**src/rtl/gcn_seq_pkg.sv**
```systemverilog
// Shared types and default constants for the GCN phase sequencer.
package gcn_seq_pkg;

  localparam int unsigned DEF_FEATURE_BASE_ADDR = 512;
  localparam int unsigned DEF_READ_LATENCY      = 2;
  localparam int unsigned READ_LATENCY_MIN      = 1;
  localparam int unsigned READ_LATENCY_MAX      = 4;
  localparam int unsigned LAT_W                 = $clog2(READ_LATENCY_MAX + 1);

  typedef enum logic [3:0] {
    IDLE,
    LOAD_W,
    WAIT_W,
    READ_F,
    DRAIN_F,
    AGG,
    DRAIN_A,
    CLASS,
    DONE
  } gcn_seq_state_t;

endpackage

```
**src/rtl/gcn_seq_delay_line.sv**
```systemverilog
// Valid-tagged shift register that aligns write strobes to the memory read latency.
module gcn_seq_delay_line #(
  parameter int unsigned DEPTH = 2,
  parameter int unsigned WIDTH = 1
) (
  input  logic             clk,
  input  logic             rst_n,
  input  logic             in_valid,
  input  logic [WIDTH-1:0] in_data,
  output logic             out_valid,
  output logic [WIDTH-1:0] out_data
);

  logic [DEPTH-1:0] vld_q;
  logic [WIDTH-1:0] dat_q [DEPTH];

  always_ff @(posedge clk or negedge rst_n) begin
    if (!rst_n) begin
      vld_q <= '0;
      for (int i = 0; i < int'(DEPTH); i++) dat_q[i] <= '0;
    end else begin
      vld_q[0] <= in_valid;
      dat_q[0] <= in_data;
      for (int i = 1; i < int'(DEPTH); i++) begin
        vld_q[i] <= vld_q[i-1];
        dat_q[i] <= dat_q[i-1];
      end
    end
  end

  assign out_valid = vld_q[DEPTH-1];
  assign out_data  = dat_q[DEPTH-1];

endmodule

```
**src/rtl/gcn_phase_sequencer.sv**
```systemverilog
// Transform / aggregate / classify phase controller for the GCN datapath.
// Optional cycle counter output perf_cycles when GCN_SEQ_PERF_EN is defined.
module gcn_phase_sequencer
  import gcn_seq_pkg::*;
#(
  parameter int unsigned WEIGHT_COLS       = 3,
  parameter int unsigned FEATURE_ROWS      = 6,
  parameter int unsigned COO_NUM_OF_COLS   = 6,
  parameter int unsigned ADDRESS_WIDTH     = 13,
  parameter int unsigned FEATURE_BASE_ADDR = DEF_FEATURE_BASE_ADDR,
  parameter int unsigned READ_LATENCY      = DEF_READ_LATENCY,
  parameter int unsigned COO_BW            = $clog2(COO_NUM_OF_COLS),
  parameter int unsigned ROW_W             = $clog2(FEATURE_ROWS),
  parameter int unsigned COL_W             = $clog2(WEIGHT_COLS)
) (
  input  logic                     clk,
  input  logic                     reset,
  input  logic                     start,
  output logic [ADDRESS_WIDTH-1:0] read_address,
  output logic                     enable_read,
  output logic [COO_BW-1:0]        coo_address,
  output logic                     wm_load_en,
  output logic                     fm_wm_wr_en,
  output logic [ROW_W-1:0]         fm_wm_wr_row,
  output logic [COL_W-1:0]         fm_wm_wr_col,
  output logic                     agg_wr_en,
  output logic                     class_en,
  output logic [ROW_W-1:0]         class_row,
  output logic                     busy,
  output logic                     done
`ifdef GCN_SEQ_PERF_EN
  , output logic [15:0]            perf_cycles
`endif
);

  localparam logic [LAT_W-1:0]  LAT_LAST  = LAT_W'(READ_LATENCY - 1);
  localparam logic [ROW_W-1:0]  ROW_LAST  = ROW_W'(FEATURE_ROWS - 1);
  localparam logic [COL_W-1:0]  COL_LAST  = COL_W'(WEIGHT_COLS - 1);
  localparam logic [COO_BW-1:0] EDGE_LAST = COO_BW'(COO_NUM_OF_COLS - 1);

  gcn_seq_state_t state_q, state_nxt;
  logic [COL_W-1:0]  col_q, col_nxt;
  logic [ROW_W-1:0]  row_q, row_nxt;
  logic [COO_BW-1:0] edge_q, edge_nxt;
  logic [LAT_W-1:0]  lat_q, lat_nxt;

  logic [ADDRESS_WIDTH-1:0] read_address_nxt;
  logic [COO_BW-1:0]        coo_address_nxt;
  logic [ROW_W-1:0]         class_row_nxt;
  logic enable_read_nxt, wm_load_en_nxt, class_en_nxt, busy_nxt, done_nxt;

  // Issue-side tags feeding the two delay lines
  logic             f_issue_q, f_issue_nxt;
  logic [ROW_W-1:0] f_row_q, f_row_nxt;
  logic [COL_W-1:0] f_col_q, f_col_nxt;
  logic             a_issue_q, a_issue_nxt;

  logic [ROW_W+COL_W-1:0] f_dl_data;
  logic                   agg_vld, agg_tag;

`ifdef GCN_SEQ_PERF_EN
  logic [15:0] perf_nxt;
`endif

  always_comb begin
    state_nxt        = state_q;
    col_nxt          = col_q;
    row_nxt          = row_q;
    edge_nxt         = edge_q;
    lat_nxt          = lat_q;
    read_address_nxt = read_address;
    coo_address_nxt  = coo_address;
    class_row_nxt    = class_row;
    enable_read_nxt  = 1'b0;
    wm_load_en_nxt   = 1'b0;
    class_en_nxt     = 1'b0;
    f_issue_nxt      = 1'b0;
    f_row_nxt        = f_row_q;
    f_col_nxt        = f_col_q;
    a_issue_nxt      = 1'b0;
    busy_nxt         = (state_q != IDLE) && (state_q != DONE);
    done_nxt         = (state_q == DONE);

    case (state_q)
      IDLE, DONE: begin
        if (start) begin
          state_nxt = LOAD_W;
          col_nxt   = '0;
          row_nxt   = '0;
          edge_nxt  = '0;
          lat_nxt   = '0;
        end
      end
      LOAD_W: begin
        enable_read_nxt  = 1'b1;
        read_address_nxt = ADDRESS_WIDTH'(col_q);
        lat_nxt          = '0;
        state_nxt        = WAIT_W;
      end
      WAIT_W: begin
        if (lat_q == LAT_LAST) begin
          wm_load_en_nxt = 1'b1;
          lat_nxt        = '0;
          row_nxt        = '0;
          state_nxt      = READ_F;
        end else begin
          lat_nxt = lat_q + LAT_W'(1);
        end
      end
      READ_F: begin
        enable_read_nxt  = 1'b1;
        read_address_nxt = ADDRESS_WIDTH'(FEATURE_BASE_ADDR) + ADDRESS_WIDTH'(row_q);
        f_issue_nxt      = 1'b1;
        f_row_nxt        = row_q;
        f_col_nxt        = col_q;
        if (row_q == ROW_LAST) begin
          row_nxt   = '0;
          lat_nxt   = '0;
          state_nxt = DRAIN_F;
        end else begin
          row_nxt = row_q + ROW_W'(1);
        end
      end
      // Scratch pad is reloaded only once all products of this column are written
      DRAIN_F: begin
        if (lat_q == LAT_LAST) begin
          lat_nxt = '0;
          if (col_q == COL_LAST) begin
            edge_nxt  = '0;
            state_nxt = AGG;
          end else begin
            col_nxt   = col_q + COL_W'(1);
            state_nxt = LOAD_W;
          end
        end else begin
          lat_nxt = lat_q + LAT_W'(1);
        end
      end
      AGG: begin
        coo_address_nxt = edge_q;
        a_issue_nxt     = 1'b1;
        if (edge_q == EDGE_LAST) begin
          edge_nxt  = '0;
          lat_nxt   = '0;
          state_nxt = DRAIN_A;
        end else begin
          edge_nxt = edge_q + COO_BW'(1);
        end
      end
      DRAIN_A: begin
        if (lat_q == LAT_LAST) begin
          lat_nxt   = '0;
          row_nxt   = '0;
          state_nxt = CLASS;
        end else begin
          lat_nxt = lat_q + LAT_W'(1);
        end
      end
      CLASS: begin
        class_en_nxt  = 1'b1;
        class_row_nxt = row_q;
        if (row_q == ROW_LAST) begin
          row_nxt   = '0;
          state_nxt = DONE;
        end else begin
          row_nxt = row_q + ROW_W'(1);
        end
      end
      default: state_nxt = IDLE;
    endcase

`ifdef GCN_SEQ_PERF_EN
    perf_nxt = perf_cycles;
    if (((state_q == IDLE) || (state_q == DONE)) && start) begin
      perf_nxt = '0;
    end else if (busy && (perf_cycles != 16'hFFFF)) begin
      perf_nxt = perf_cycles + 16'd1;
    end
`endif
  end

  always_ff @(posedge clk or negedge reset) begin
    if (!reset) begin
      state_q      <= IDLE;
      col_q        <= '0;
      row_q        <= '0;
      edge_q       <= '0;
      lat_q        <= '0;
      read_address <= '0;
      enable_read  <= 1'b0;
      coo_address  <= '0;
      wm_load_en   <= 1'b0;
      class_en     <= 1'b0;
      class_row    <= '0;
      busy         <= 1'b0;
      done         <= 1'b0;
      f_issue_q    <= 1'b0;
      f_row_q      <= '0;
      f_col_q      <= '0;
      a_issue_q    <= 1'b0;
`ifdef GCN_SEQ_PERF_EN
      perf_cycles  <= '0;
`endif
    end else begin
      state_q      <= state_nxt;
      col_q        <= col_nxt;
      row_q        <= row_nxt;
      edge_q       <= edge_nxt;
      lat_q        <= lat_nxt;
      read_address <= read_address_nxt;
      enable_read  <= enable_read_nxt;
      coo_address  <= coo_address_nxt;
      wm_load_en   <= wm_load_en_nxt;
      class_en     <= class_en_nxt;
      class_row    <= class_row_nxt;
      busy         <= busy_nxt;
      done         <= done_nxt;
      f_issue_q    <= f_issue_nxt;
      f_row_q      <= f_row_nxt;
      f_col_q      <= f_col_nxt;
      a_issue_q    <= a_issue_nxt;
`ifdef GCN_SEQ_PERF_EN
      perf_cycles  <= perf_nxt;
`endif
    end
  end

  // Product write lands READ_LATENCY cycles after its feature read
  gcn_seq_delay_line #(
    .DEPTH(READ_LATENCY),
    .WIDTH(ROW_W + COL_W)
  ) u_fm_dly (
    .clk      (clk),
    .rst_n    (reset),
    .in_valid (f_issue_q),
    .in_data  ({f_row_q, f_col_q}),
    .out_valid(fm_wm_wr_en),
    .out_data (f_dl_data)
  );

  assign {fm_wm_wr_row, fm_wm_wr_col} = f_dl_data;

  gcn_seq_delay_line #(
    .DEPTH(READ_LATENCY),
    .WIDTH(1)
  ) u_agg_dly (
    .clk      (clk),
    .rst_n    (reset),
    .in_valid (a_issue_q),
    .in_data  (a_issue_q),
    .out_valid(agg_vld),
    .out_data (agg_tag)
  );

  assign agg_wr_en = agg_vld & agg_tag;

endmodule

```
**config.mk**
```make
export PLATFORM = sky130hd
export DESIGN_NAME = gcn_phase_sequencer
export DESIGN_NICKNAME = d
export VERILOG_FILES = /design/src/rtl/gcn_seq_pkg.sv /design/src/rtl/gcn_seq_delay_line.sv /design/src/rtl/gcn_phase_sequencer.sv
export SDC_FILE = /design/constraint.sdc
export NUM_CORES = 1
export LEC_CHECK = 0
export BUFFER_PORTS_ARGS = -buffer_cell sky130_fd_sc_hd__buf_2
export CAP_MARGIN = 20
export CORE_MARGIN = 2
export CORE_UTILIZATION = 30
export DETAILED_ROUTE_END_ITERATION = 12
export PLACE_DENSITY_LB_ADDON = 0.25
export SLEW_MARGIN = 0
export SYNTH_ARGS = -nofsm -noshare
export SYNTH_HDL_FRONTEND = slang
export SYNTH_HIERARCHICAL = 1
export SYNTH_SLANG_ARGS = --single-unit
```
**constraint.sdc**
```tcl
create_clock -name clk -period 2.1 [get_ports clk]
set_clock_uncertainty 0.15 [all_clocks]
set_input_delay 0.21 -clock clk [delete_from_list [all_inputs] [get_ports clk]]
set_output_delay 0.21 -clock clk [all_outputs]
set_load 0.005 [all_outputs]
```
# Word-level counts from Yosys, hierarchy flattened
# Cells that the tools add are included.
[op_classes] addsub=5 eq_ne=23 n_mux=32 bitwise_logic=1 reduce_logical=18
[ops] cell="$pmux W4 S8" count=1
[ops] cell="$mux W3" count=10
[ops] cell="$mux W4" count=7
[ops] cell="$pmux W13 S2" count=1
[ops] cell="$ne A2 B2 Y1 const B" count=9
[ops] cell="$pmux W3 S3" count=2
[ops] cell="$eq A4 B3 Y1 const B" count=4
[ops] cell="$pmux W3 S5" count=1
[ops] cell="$reduce_and A4 Y1" count=3
[ops] cell="$add A10 B3 Y11 const A" count=1
[ops] cell="$add A3 B1 Y3 const B" count=3
[ops] cell="$eq A4 B2 Y1 const B" count=2
[ops] cell="$reduce_or A2 Y1" count=4
[ops] cell="$reduce_and A7 Y1" count=1
[ops] cell="$eq A3 B3 Y1 const B" count=2
[ops] cell="$mux W1" count=6
[ops] cell="$mux W2" count=3
[ops] cell="$reduce_bool A3 Y1" count=2
[ops] cell="$reduce_bool A5 Y1" count=1
[ops] cell="$eq A4 B1 Y1 const B" count=1
[ops] cell="$eq A4 B4 Y1 const B" count=1
[ops] cell="$logic_not A4 Y1" count=1
[ops] cell="$ne A4 B4 Y1 const B" count=1
[ops] cell="$pmux W2 S2" count=1
[ops] cell="10 further kinds" count=11
[totals] regBits=62 input_bits=3 out_inout_bits=31

# Depth between registers and ports, before layout
# Gate-level depths: netlist of run 1.
[depth] depth_word=4 mapped_depth=6

# Hierarchy
# Netlist of run 1, hierarchy kept.
[modules_own_cells] module="gcn_phase_sequencer" n_inst=1 cells_per_inst=156 area_per_inst_um2=1784.2 seq_area_each_um2=925.9
[modules_own_cells] module="gcn_seq_delay_line at u_fm_dly" n_inst=1 cells_per_inst=17 area_per_inst_um2=337.8 seq_area_each_um2=300.3
[modules_own_cells] module="gcn_seq_delay_line at u_agg_dly" n_inst=1 cells_per_inst=4 area_per_inst_um2=100.1 seq_area_each_um2=100.1

# Worst setup path before layout of run 1
# No wires, ideal clock.
[synth_timing] path_type="register to register" startpoint="register lat_q[0]" endpoint="register state_q[0]" setup_ps=128 arrival_ps=1618 required_time_ps=1822 slack_ps=205 path_stages_with_launch=6 n_path_buf=1 period_less_slack_ps=1895 cell_sequence="dfrtp_1 or3b_1 buf_2 or4b_1 o211ai_2 mux2_1"
[synth_via] elab_chain_cells=3
[synth_rtl] item="start, declared" line_no="gcn_phase_sequencer.sv:45" text="logic [LAT_W-1:0] lat_q, lat_nxt;"
[synth_rtl] item="start signal, assigned" line_no="gcn_phase_sequencer.sv:209" text="lat_q <= lat_nxt;"
[synth_rtl] item="$eq A3 B1 Y1 (*)" line_no="gcn_phase_sequencer.sv:101, gcn_phase_sequencer.sv:126, gcn_phase_sequencer.sv:151"
[synth_rtl] item="$ne A2 B2 Y1 (no line)"
[synth_rtl] item="$reduce_and A7 Y1 (no line) (*)"
[synth_rtl] item="end signal, assigned" line_no="gcn_phase_sequencer.sv:205" text="state_q <= state_nxt;"
[synth_rtl] item="end, declared" line_no="gcn_phase_sequencer.sv:41" text="gcn_seq_state_t state_q, state_nxt;"
# Mark *: on every way between the ends. The rest lies on a longest branch, timed or not.
# A chain may end at the register's enable or synchronous reset.

# Worst setup path in the final report of run 1
[layout_timing] startpoint="register state_q[2]" endpoint="register state_q[2]"
[layout_via] elab_chain_cells=4
[layout_rtl] item="$eq A4 B4 Y1 or $logic_not A4 Y1 (tied branches)" line_no="gcn_phase_sequencer.sv:84" text="case (state_q)"
[layout_rtl] item="$reduce_or A2 Y1" line_no="gcn_phase_sequencer.sv:84"
[layout_rtl] item="$ne A2 B2 Y1 (no line)"
[layout_rtl] item="$reduce_and A7 Y1 (no line)"
# Parallel ways exist; a longest one is shown, timed or not.

==> flow_summary.html, run 1 <==
<table>
<tr><th>Metric</th><th>Value</th></tr>
<tr><th colspan="2">Status</th></tr>
<tr><td>Outcome</td><td>finished clean</td></tr>
<tr><th colspan="2">Final layout</th></tr>
<tr><td>Diodes inserted</td><td>0</td></tr>
<tr><td>Fill cell instance count of the final layout</td><td>between 700 and 800</td></tr>
<tr><td>Multi-input logic area</td><td>~770 µm²</td></tr>
<tr><td>Growth of design area from synthesis to finish</td><td>17.23%</td></tr>
<tr><td>Design area</td><td>2605 µm²</td></tr>
<tr><td>Flip-flop and latch area</td><td>approximately 1300 µm²</td></tr>
<tr><td>Post-Layout Cell Count</td><td>313</td></tr>
<tr><td>Share of post-route cells with drive strength above 1</td><td>0.2897</td></tr>
<tr><td>Layout Nets</td><td>217</td></tr>
<tr><th colspan="2">Yosys</th></tr>
<tr><td>Post-Synth XOR/XNOR Area</td><td>0.003941</td></tr>
<tr><td>Top area cells in the synthesized netlist</td><td>sky130_fd_sc_hd__dfrtp_1 (60%), sky130_fd_sc_hd__mux2_1 (5.6%), sky130_fd_sc_hd__buf_4 (5.1%)</td></tr>
<tr><td>Complex-gate fraction of the synthesized area</td><td>0.1182</td></tr>
<tr><td>Synthesis Warnings</td><td>6</td></tr>
<tr><td>Fraction of synthesis flops using an asynchronous set or reset pin</td><td>1.000</td></tr>
<tr><td>Syn_area_per_cell</td><td>12.55 µm²</td></tr>
<tr><td>Area of the mapped netlist</td><td>2222 µm²</td></tr>
<tr><td>Library cell with the largest summed area after synthesis</td><td>sky130_fd_sc_hd__dfrtp_1</td></tr>
<tr><td>Seq/Total Area, Yosys</td><td>0.5968</td></tr>
<tr><td>Main combinational cell family by area after synthesis</td><td>compound AO/OA/AOI/OAI gates</td></tr>
<tr><td>Cell count after synthesis</td><td>177</td></tr>
<tr><td>Dominant register cell in the synthesized netlist</td><td>sky130_fd_sc_hd__dfrtp_1</td></tr>
<tr><td>Simple-gate area share of the yosys netlist</td><td>0.1149</td></tr>
<tr><td>Post-synthesis sequential element count</td><td>53</td></tr>
<tr><td>Adder-cell share of the synthesized area</td><td>0.005631</td></tr>
<tr><td>Unique cell type count in the Yosys netlist</td><td>45</td></tr>
<tr><td>EDFF count, synth</td><td>0</td></tr>
<tr><td>Area share of the largest cell type after synthesis</td><td>0.5968</td></tr>
<tr><td>Multiplexer share of the synthesized area</td><td>0.07827</td></tr>
<tr><th colspan="2">Clocking</th></tr>
<tr><td>CTS tree</td><td>built</td></tr>
<tr><td>Cts bufs inserted</td><td>5</td></tr>
<tr><td>Clock network latency to the later pin of the worst-skew pair</td><td>300 ps</td></tr>
<tr><td>Number of clock sinks</td><td>53</td></tr>
<tr><td>Buffer levels on the longest clock path</td><td>2</td></tr>
<tr><td>Clk slew on worst S/H paths</td><td>90 ps</td></tr>
<tr><td>H-Tree Level Count</td><td>2</td></tr>
<tr><td>Post CTS Setup Buffer Count</td><td>0</td></tr>
<tr><td>Buffer cell driving the clock tree root</td><td>sky130_fd_sc_hd__clkbuf_8</td></tr>
<tr><th colspan="2">STA</th></tr>
<tr><td>Min Clock Period, post-route</td><td>1986 ps</td></tr>
<tr><td>Max Clk Rate</td><td>503.5 MHz</td></tr>
<tr><td>Final Slew Violations</td><td>0</td></tr>
<tr><td>Setup violations, final</td><td>0</td></tr>
<tr><td>Worst hold slack across all endpoints</td><td>186.2 ps</td></tr>
<tr><td>Final worst-path cycle share</td><td>0.9457</td></tr>
<tr><td>Transition at the pin with the smallest max-transition slack</td><td>557.7 ps</td></tr>
<tr><td>RSZ-0062 raised after global routing</td><td>false</td></tr>
<tr><td>Max_slew headroom</td><td>0.6282</td></tr>
<tr><td>Fin. Hold Viols</td><td>0</td></tr>
<tr><td>Final worst-path setup slack</td><td>114.0 ps</td></tr>
<tr><td>Summed negative setup slack over all endpoints</td><td>0 ps</td></tr>
<tr><th colspan="2">Worst setup path</th></tr>
<tr><td>Arrival time of the worst setup path</td><td>2030 ps</td></tr>
<tr><td>Path type of the worst setup path</td><td>reg -&gt; reg</td></tr>
<tr><td>R2r startpoint</td><td>state_q[2]</td></tr>
<tr><td>Worst-case register-to-register setup slack</td><td>110 ps</td></tr>
<tr><td>Reg2reg end</td><td>state_q[2]</td></tr>
<tr><td>Worst R2R Path Depth</td><td>5</td></tr>
<tr><td>Crit end category</td><td>register</td></tr>
<tr><td>Critical path required time</td><td>about 2100 ps</td></tr>
<tr><td>Critical path fanouts, max</td><td>6</td></tr>
<tr><td>CP Launch Type</td><td>register</td></tr>
<tr><th colspan="2">Detailed routing</th></tr>
<tr><td>Number of remaining DRC errors</td><td>0</td></tr>
<tr><td>Number of nets with antenna violations after detailed routing</td><td>0</td></tr>
<tr><td>Vias after detailed routing</td><td>1388</td></tr>
<tr><td>Final routed wire length divided by cell count</td><td>12.20 µm</td></tr>
<tr><td>Count of TritonRoute iterations in the first routing pass</td><td>4</td></tr>
<tr><td>Number of violations reported at the end of detailed-routing iteration 0</td><td>46</td></tr>
<tr><td>Total Wirelength</td><td>3818 µm</td></tr>
<tr><td>Routed via count divided by cell count</td><td>approximately 4.4</td></tr>
<tr><th colspan="2">Placed design</th></tr>
<tr><td>Hpwl dp</td><td>about 2700 µm</td></tr>
<tr><td>Placed Cells incl. Taps</td><td>around 300</td></tr>
<tr><td>Buffers on Ports</td><td>24</td></tr>
<tr><td>DP Worst Slack</td><td>44.08 ps</td></tr>
<tr><td>Cell area reported after detailed placement</td><td>2499 µm²</td></tr>
<tr><td>GP Congestion</td><td>just under 0.8</td></tr>
<tr><th colspan="2">Global route</th></tr>
<tr><td>Overflow after GRT</td><td>0</td></tr>
<tr><td>GRT Total Usage</td><td>0.1030</td></tr>
<tr><td>Initial antenna violation count</td><td>0</td></tr>
<tr><td>Pin count of the biggest net entering global routing</td><td>28</td></tr>
<tr><td>Vias in the first global route</td><td>~1400</td></tr>
<tr><td>Wire length of the first global-routing pass</td><td>6637 µm</td></tr>
<tr><th colspan="2">Die</th></tr>
<tr><td>Horiz. Die Dim</td><td>90.07 µm</td></tr>
<tr><td>Number of rows created at floorplan</td><td>31</td></tr>
<tr><td>Initial Utilization</td><td>0.3080</td></tr>
<tr><td>Core Box Area</td><td>7214 µm²</td></tr>
<tr><td>Full die area</td><td>8112 µm²</td></tr>
<tr><td>Overall die height</td><td>90.07 µm</td></tr>
<tr><td>Ports placed on the boundary</td><td>34</td></tr>
<tr><th colspan="2">Min path</th></tr>
<tr><td>Hold worst-path end</td><td>row_q[0]</td></tr>
<tr><td>Worst min-delay path category</td><td>in -&gt; reg</td></tr>
<tr><td>Cell count of the worst hold path</td><td>3</td></tr>
<tr><td>Beginning of the worst hold path</td><td>start</td></tr>
<tr><th colspan="2">Power</th></tr>
<tr><td>Standby leakage power</td><td>around 1.2 nW</td></tr>
<tr><td>Total power per unit cell area</td><td>672.6 nW/µm²</td></tr>
<tr><td>Worst-case vdd ir drop</td><td>0.0002502 V</td></tr>
<tr><th colspan="2">Job</th></tr>
<tr><td>Max-cap viol count</td><td>0</td></tr>
</table>
-- layout make-up --
class                           count  share of cell area
Clock buffer                        6             0.02786
Timing Repair Buffer               43              0.1018
Multi-Input combinational cell    101              0.2949
Clock inverter                      2            0.005764
Inverter                            9             0.01297
Sequential cell                    53              0.5091
Tap cell                           99             0.04755
-- worst max-delay path, cell delays in order (launching register included) --
cell and delay, ps:
sky130_fd_sc_hd__dfrtp_1 460, sky130_fd_sc_hd__buf_4 190, sky130_fd_sc_hd__nor4bb_2 430, sky130_fd_sc_hd__a221oi_4 150, sky130_fd_sc_hd__o211ai_2 140, sky130_fd_sc_hd__mux2_1 340
-- through the flow --
stage	total power [mW]	util
global placement	1.211	0.3463
CTS	1.792	0.3599
detailed placement	1.212	0.3463
floorplan	1.160	-
global route	1.842	0.3611
finish	1.752	0.3611
-- worst max-delay path by stage --
stage	end	slack, ps	cells past startpoint	start
2_1_floorplan	state_q[0]	200	5	lat_q[0]
4_1_cts	edge_q[1]	30	5	state_q[1]
6_report	state_q[2]	110	5	state_q[2]
3_3_place_gp	edge_q[2]	130	5	state_q[1]
5_1_grt	edge_q[2]	60	5	state_q[1]
3_5_place_dp	edge_q[1]	40	5	state_q[1]
-- synth_stat cells (3+ instances only) --
library cell               count
sky130_fd_sc_hd__a211oi_1      3
sky130_fd_sc_hd__a21oi_1       4
sky130_fd_sc_hd__a22o_1        3
sky130_fd_sc_hd__a31oi_1       6
sky130_fd_sc_hd__and2_1        3
sky130_fd_sc_hd__buf_2         5
sky130_fd_sc_hd__buf_4        15
sky130_fd_sc_hd__dfrtp_1      53
sky130_fd_sc_hd__inv_1         5
sky130_fd_sc_hd__inv_2         4
sky130_fd_sc_hd__mux2_1       11
sky130_fd_sc_hd__mux2i_1       5
sky130_fd_sc_hd__nand2_1       7
sky130_fd_sc_hd__nand3b_1      4
sky130_fd_sc_hd__nor2_1        3
sky130_fd_sc_hd__nor3_1        4
sky130_fd_sc_hd__o21ai_0       4
sky130_fd_sc_hd__o21ai_1       7
-- registers in the layout, summed over array words and instances (netlist names), 3 cells and up --
register,cells
class_row,3
coo_address,3
edge_q,3
f_row_q,3
lat_q,3
read_address,4
row_q,3
state_q,4
u_fm_dly/dat_q,5
u_fm_dly/out_data,5
-- kinds of logic after synthesis --
logic type               count (synthesis)
other                                    1
flip-flops                              53
XOR/XNOR                                 1
multiplexers                            16
buffers and inverters                   31
AND/OR/NAND/NOR                         38
adder cells (fa/ha/maj)                  1
AO/OA/AOI/OAI                           36
-- report_power, final --
group          internal (mW)  switching, mW  total, mW
Sequential              1.03        0.00975       1.04
Clock                  0.235          0.325      0.561
Combinational         0.0623         0.0871      0.149
Total                   1.33          0.422       1.75
-- metal layers --
metal / wire (µm) / GRT usage
met5: 0 / 0
met1: 1885 / 0.1402
met3: 159 / 0.03185
met4: 70 / 0.04231
met2: 1703 / 0.1529
-- cells in the final DEF, fill, tap and decap left out, drive strengths merged, types with 2 or more instances in the layout --
master and count:
a211oi 3, a21oi 4, a22o 3, a31oi 6, and2 3, and3 2
buf 42, clkbuf 6, clkinvlp 2, conb 9, dfrtp 53, inv 9
mux2 11, mux2i 5, nand2 7, nand3 2, nand3b 5, nor2 3
nor3 4, nor4 2, nor4bb 2, o21ai 11, or2 2
-- what timing repair did --
action	4_1_cts	5_1_grt
hold endpoints to repair	25	0
setup endpoints to repair	0	2
resized for setup	0	1
hold buffers	1	0
Power figures use the tool's default switching activity.
==> run 2: changes to the inputs <==
Settings changed: SETUP_SLACK_MARGIN set to 0.4.
==> run 2 against run 1 <==
  * Cell area rose by 15%
  * Sequential power hardly changed
  * Wire length is 15% higher
  * Non-clock buffer count increased by 21
  * Flip-flop and latch count unchanged
  * Worst setup slack gained 140 ps
  * First-iteration DRC count down 17%
  * Die area unchanged
  * Via count up 6.5%
  * Core utilization grew 5.3 points
  * Register-to-register slack better by 140 ps
  * Largest cell class unchanged
  * Largest power group unchanged
  * Highest routed layer unchanged
==> flow_summary.html, run 2 (synthesized netlist as in run 1, its figures left out) <==
<table>
<tr><th>Metric</th><th>Value</th></tr>
<tr><th colspan="2">Clocking</th></tr>
<tr><td>CTS tree</td><td>built</td></tr>
<tr><td>Clock network latency to the later pin of the worst-skew pair</td><td>300 ps (about the same)</td></tr>
<tr><td>Buffer cell driving the clock tree root</td><td>sky130_fd_sc_hd__clkbuf_8</td></tr>
<tr><td>Buffer levels on the longest clock path</td><td>2 (unchanged)</td></tr>
<tr><td>Clk slew on worst S/H paths</td><td>90 ps (about the same)</td></tr>
<tr><td>Number of clock sinks</td><td>53 (unchanged)</td></tr>
<tr><td>H-Tree Level Count</td><td>2 (unchanged)</td></tr>
<tr><td>Cts bufs inserted</td><td>5 (unchanged)</td></tr>
<tr><th colspan="2">Die</th></tr>
<tr><td>Full die area</td><td>8112 µm² (unchanged)</td></tr>
<tr><td>Ports placed on the boundary</td><td>34 (unchanged)</td></tr>
<tr><td>Horiz. Die Dim</td><td>90.07 µm (unchanged)</td></tr>
<tr><td>Overall die height</td><td>90.07 µm (unchanged)</td></tr>
<tr><td>Initial Utilization</td><td>0.3080 (unchanged)</td></tr>
<tr><td>Number of rows created at floorplan</td><td>31 (unchanged)</td></tr>
<tr><td>Core Box Area</td><td>7214 µm² (unchanged)</td></tr>
<tr><th colspan="2">STA</th></tr>
<tr><td>Fin. Hold Viols</td><td>0 (unchanged)</td></tr>
<tr><td>Min Clock Period, post-route</td><td>1848 ps (-137.7 ps)</td></tr>
<tr><td>Setup violations, final</td><td>0 (unchanged)</td></tr>
<tr><td>Max Clk Rate</td><td>541.0 MHz (+7.5%)</td></tr>
<tr><td>Final Slew Violations</td><td>0 (unchanged)</td></tr>
<tr><td>Summed negative setup slack over all endpoints</td><td>0 ps (unchanged)</td></tr>
<tr><td>RSZ-0062 raised after global routing</td><td>true</td></tr>
<tr><td>Final worst-path cycle share</td><td>0.8801 (-0.06559)</td></tr>
<tr><td>Final worst-path setup slack</td><td>251.7 ps (+137.7 ps)</td></tr>
<tr><th colspan="2">Final layout</th></tr>
<tr><td>Flip-flop and latch area</td><td>1334 µm² (+0.57%)</td></tr>
<tr><td>Growth of design area from synthesis to finish</td><td>34.57%</td></tr>
<tr><td>Multi-input logic area</td><td>930.9 µm² (+21%)</td></tr>
<tr><td>Diodes inserted</td><td>0 (unchanged)</td></tr>
<tr><td>Share of post-route cells with drive strength above 1</td><td>0.4872 (+0.1975)</td></tr>
<tr><td>Most common library cell in the layout ignoring fill and taps</td><td>sky130_fd_sc_hd__dfrtp_1</td></tr>
<tr><td>Most used cells in the layout excluding fill and tap cells</td><td>sky130_fd_sc_hd__dfrtp_1 (47), sky130_fd_sc_hd__buf_4 (29), sky130_fd_sc_hd__buf_2 (24)</td></tr>
<tr><td>Post-route core utilization</td><td>0.4145 (+0.05342)</td></tr>
<tr><td>Fill cell instance count of the final layout</td><td>698 (-4.5%)</td></tr>
<tr><td>Layout Nets</td><td>238 (+9.7%)</td></tr>
<tr><th colspan="2">Detailed routing</th></tr>
<tr><td>Number of violations reported at the end of detailed-routing iteration 0</td><td>38 (-17%)</td></tr>
<tr><td>Routed via count divided by cell count</td><td>4.438 (about the same)</td></tr>
<tr><td>Count of TritonRoute iterations in the first routing pass</td><td>3 (-1)</td></tr>
<tr><td>Vias after detailed routing</td><td>1478 (+6.5%)</td></tr>
<tr><td>Final routed wire length divided by cell count</td><td>13.22 µm (+8.4%)</td></tr>
<tr><td>Number of remaining DRC errors</td><td>0 (unchanged)</td></tr>
<tr><td>Total Wirelength</td><td>4403 µm (+15%)</td></tr>
<tr><td>Number of nets with antenna violations after detailed routing</td><td>0 (unchanged)</td></tr>
<tr><th colspan="2">Status</th></tr>
<tr><td>Outcome</td><td>finished clean</td></tr>
<tr><th colspan="2">Min path</th></tr>
<tr><td>Worst min-delay path category</td><td>reg -&gt; reg</td></tr>
<tr><td>Cell count of the worst hold path</td><td>0 (-3)</td></tr>
<tr><td>Hold worst-path end</td><td>u_fm_dly/out_data[3]</td></tr>
<tr><td>Beginning of the worst hold path</td><td>u_fm_dly/dat_q[8]</td></tr>
<tr><th colspan="2">Worst setup path</th></tr>
<tr><td>Path type of the worst setup path</td><td>reg -&gt; reg</td></tr>
<tr><td>Critical path fanouts, max</td><td>3 (-3)</td></tr>
<tr><td>Crit end category</td><td>register</td></tr>
<tr><td>Critical path required time</td><td>2140 ps (about the same)</td></tr>
<tr><td>Worst-case register-to-register setup slack</td><td>250 ps (+140 ps)</td></tr>
<tr><td>Arrival time of the worst setup path</td><td>1880 ps (-150 ps)</td></tr>
<tr><td>R2r startpoint</td><td>lat_q[0]</td></tr>
<tr><td>Reg2reg end</td><td>state_q[2]</td></tr>
<tr><td>Worst R2R Path Depth</td><td>4 (-1)</td></tr>
<tr><td>CP Launch Type</td><td>register</td></tr>
<tr><th colspan="2">Placed design</th></tr>
<tr><td>DP Worst Slack</td><td>105.6 ps (+61.52 ps)</td></tr>
<tr><td>GP Congestion</td><td>0.7997 (+1.7%)</td></tr>
<tr><td>Buffers on Ports</td><td>24 (unchanged)</td></tr>
<tr><td>Hpwl dp</td><td>2488 µm (-9.2%)</td></tr>
<tr><th colspan="2">Global route</th></tr>
<tr><td>Initial antenna violation count</td><td>0 (unchanged)</td></tr>
<tr><td>GRT Total Usage</td><td>0.1105 (+0.007447)</td></tr>
<tr><td>Wire length of the first global-routing pass</td><td>7279 µm (+9.7%)</td></tr>
<tr><td>Overflow after GRT</td><td>0 (unchanged)</td></tr>
<tr><td>Vias in the first global route</td><td>1459 (+5.7%)</td></tr>
<tr><td>Pin count of the biggest net entering global routing</td><td>54 (+93%)</td></tr>
<tr><th colspan="2">Power</th></tr>
<tr><td>Total power per unit cell area</td><td>613.3 nW/µm² (-8.8%)</td></tr>
<tr><td>Worst-case vdd ir drop</td><td>0.0002622 V (+4.8%)</td></tr>
<tr><td>Standby leakage power</td><td>1.350 nW (+16%)</td></tr>
<tr><td>Total power after layout</td><td>1.834 mW (+4.7%)</td></tr>
<tr><th colspan="2">Job</th></tr>
<tr><td>Max-cap viol count</td><td>0 (unchanged)</td></tr>
</table>
## run 2: power by group
part	internal (mW)	total, mW	leakage (nW)	switching (mW)
clock network	0.261	0.580	0.0433	0.319
logic	0.102	0.207	0.663	0.105
registers	1.03	1.05	0.643	0.0141
## run 2: per-stage QoR
stage	instances	hold WS, ps	area, µm²
2_1_floorplan	185	-235.6	2283
3_3_place_gp	300	78.27	2506
3_5_place_dp	300	77.90	2506
4_1_cts	329	199.7	2875
5_1_grt	333	207.1	2990
6_report	333	201.6	2990
## run 2: metal layers
metal / GRT usage / vias up / share of wire / wire (µm)
met4: 0.03462 / 0 / 0.0084 / 37
met5: 0 / - / 0 / 0
met1: 0.1584 / 728 / 0.48 / 2122
met3: 0.03353 / 4 / 0.036 / 159
li1: - / 714 / - / -
met2: 0.1604 / 32 / 0.47 / 2085
## run 2: final cells by class
type,instances,area share
Sequential cell,53,0.4460
Multi-Input combinational cell,101,0.3113
Timing Repair Buffer,64,0.1598
Tap cell,99,0.04142
Clock buffer,6,0.02762
Inverter,9,0.01130
Clock inverter,1,0.002510
## run 2: worst max path at each step
stage                      end  startpoint  cells after the start
CTS                 state_q[2]    lat_q[0]                      4
finish              state_q[2]    lat_q[0]                      4
global route         edge_q[2]    lat_q[2]                      5
detailed placement   edge_q[1]  state_q[0]                      4
floorplan           state_q[0]    lat_q[0]                      5
global placement    state_q[0]  state_q[0]                      4
## run 2: timing repair
item | in CTS | in global routing
endpoints found under the hold margin | 53 | 0
gates resized for setup | 22 | 17
gates cloned | 0 | 0
hold buffers | 1 | 0
pin swaps | 17 | 9
endpoints found under the setup margin | 23 | 24
buffers inserted | 21 | 4
## run 2: critical path, cell delays in order (launching register included)
cell	delay (ps)
sky130_fd_sc_hd__dfrtp_1	390
sky130_fd_sc_hd__or3b_4	240
sky130_fd_sc_hd__or4b_4	490
sky130_fd_sc_hd__o211ai_4	140
sky130_fd_sc_hd__mux2_4	330
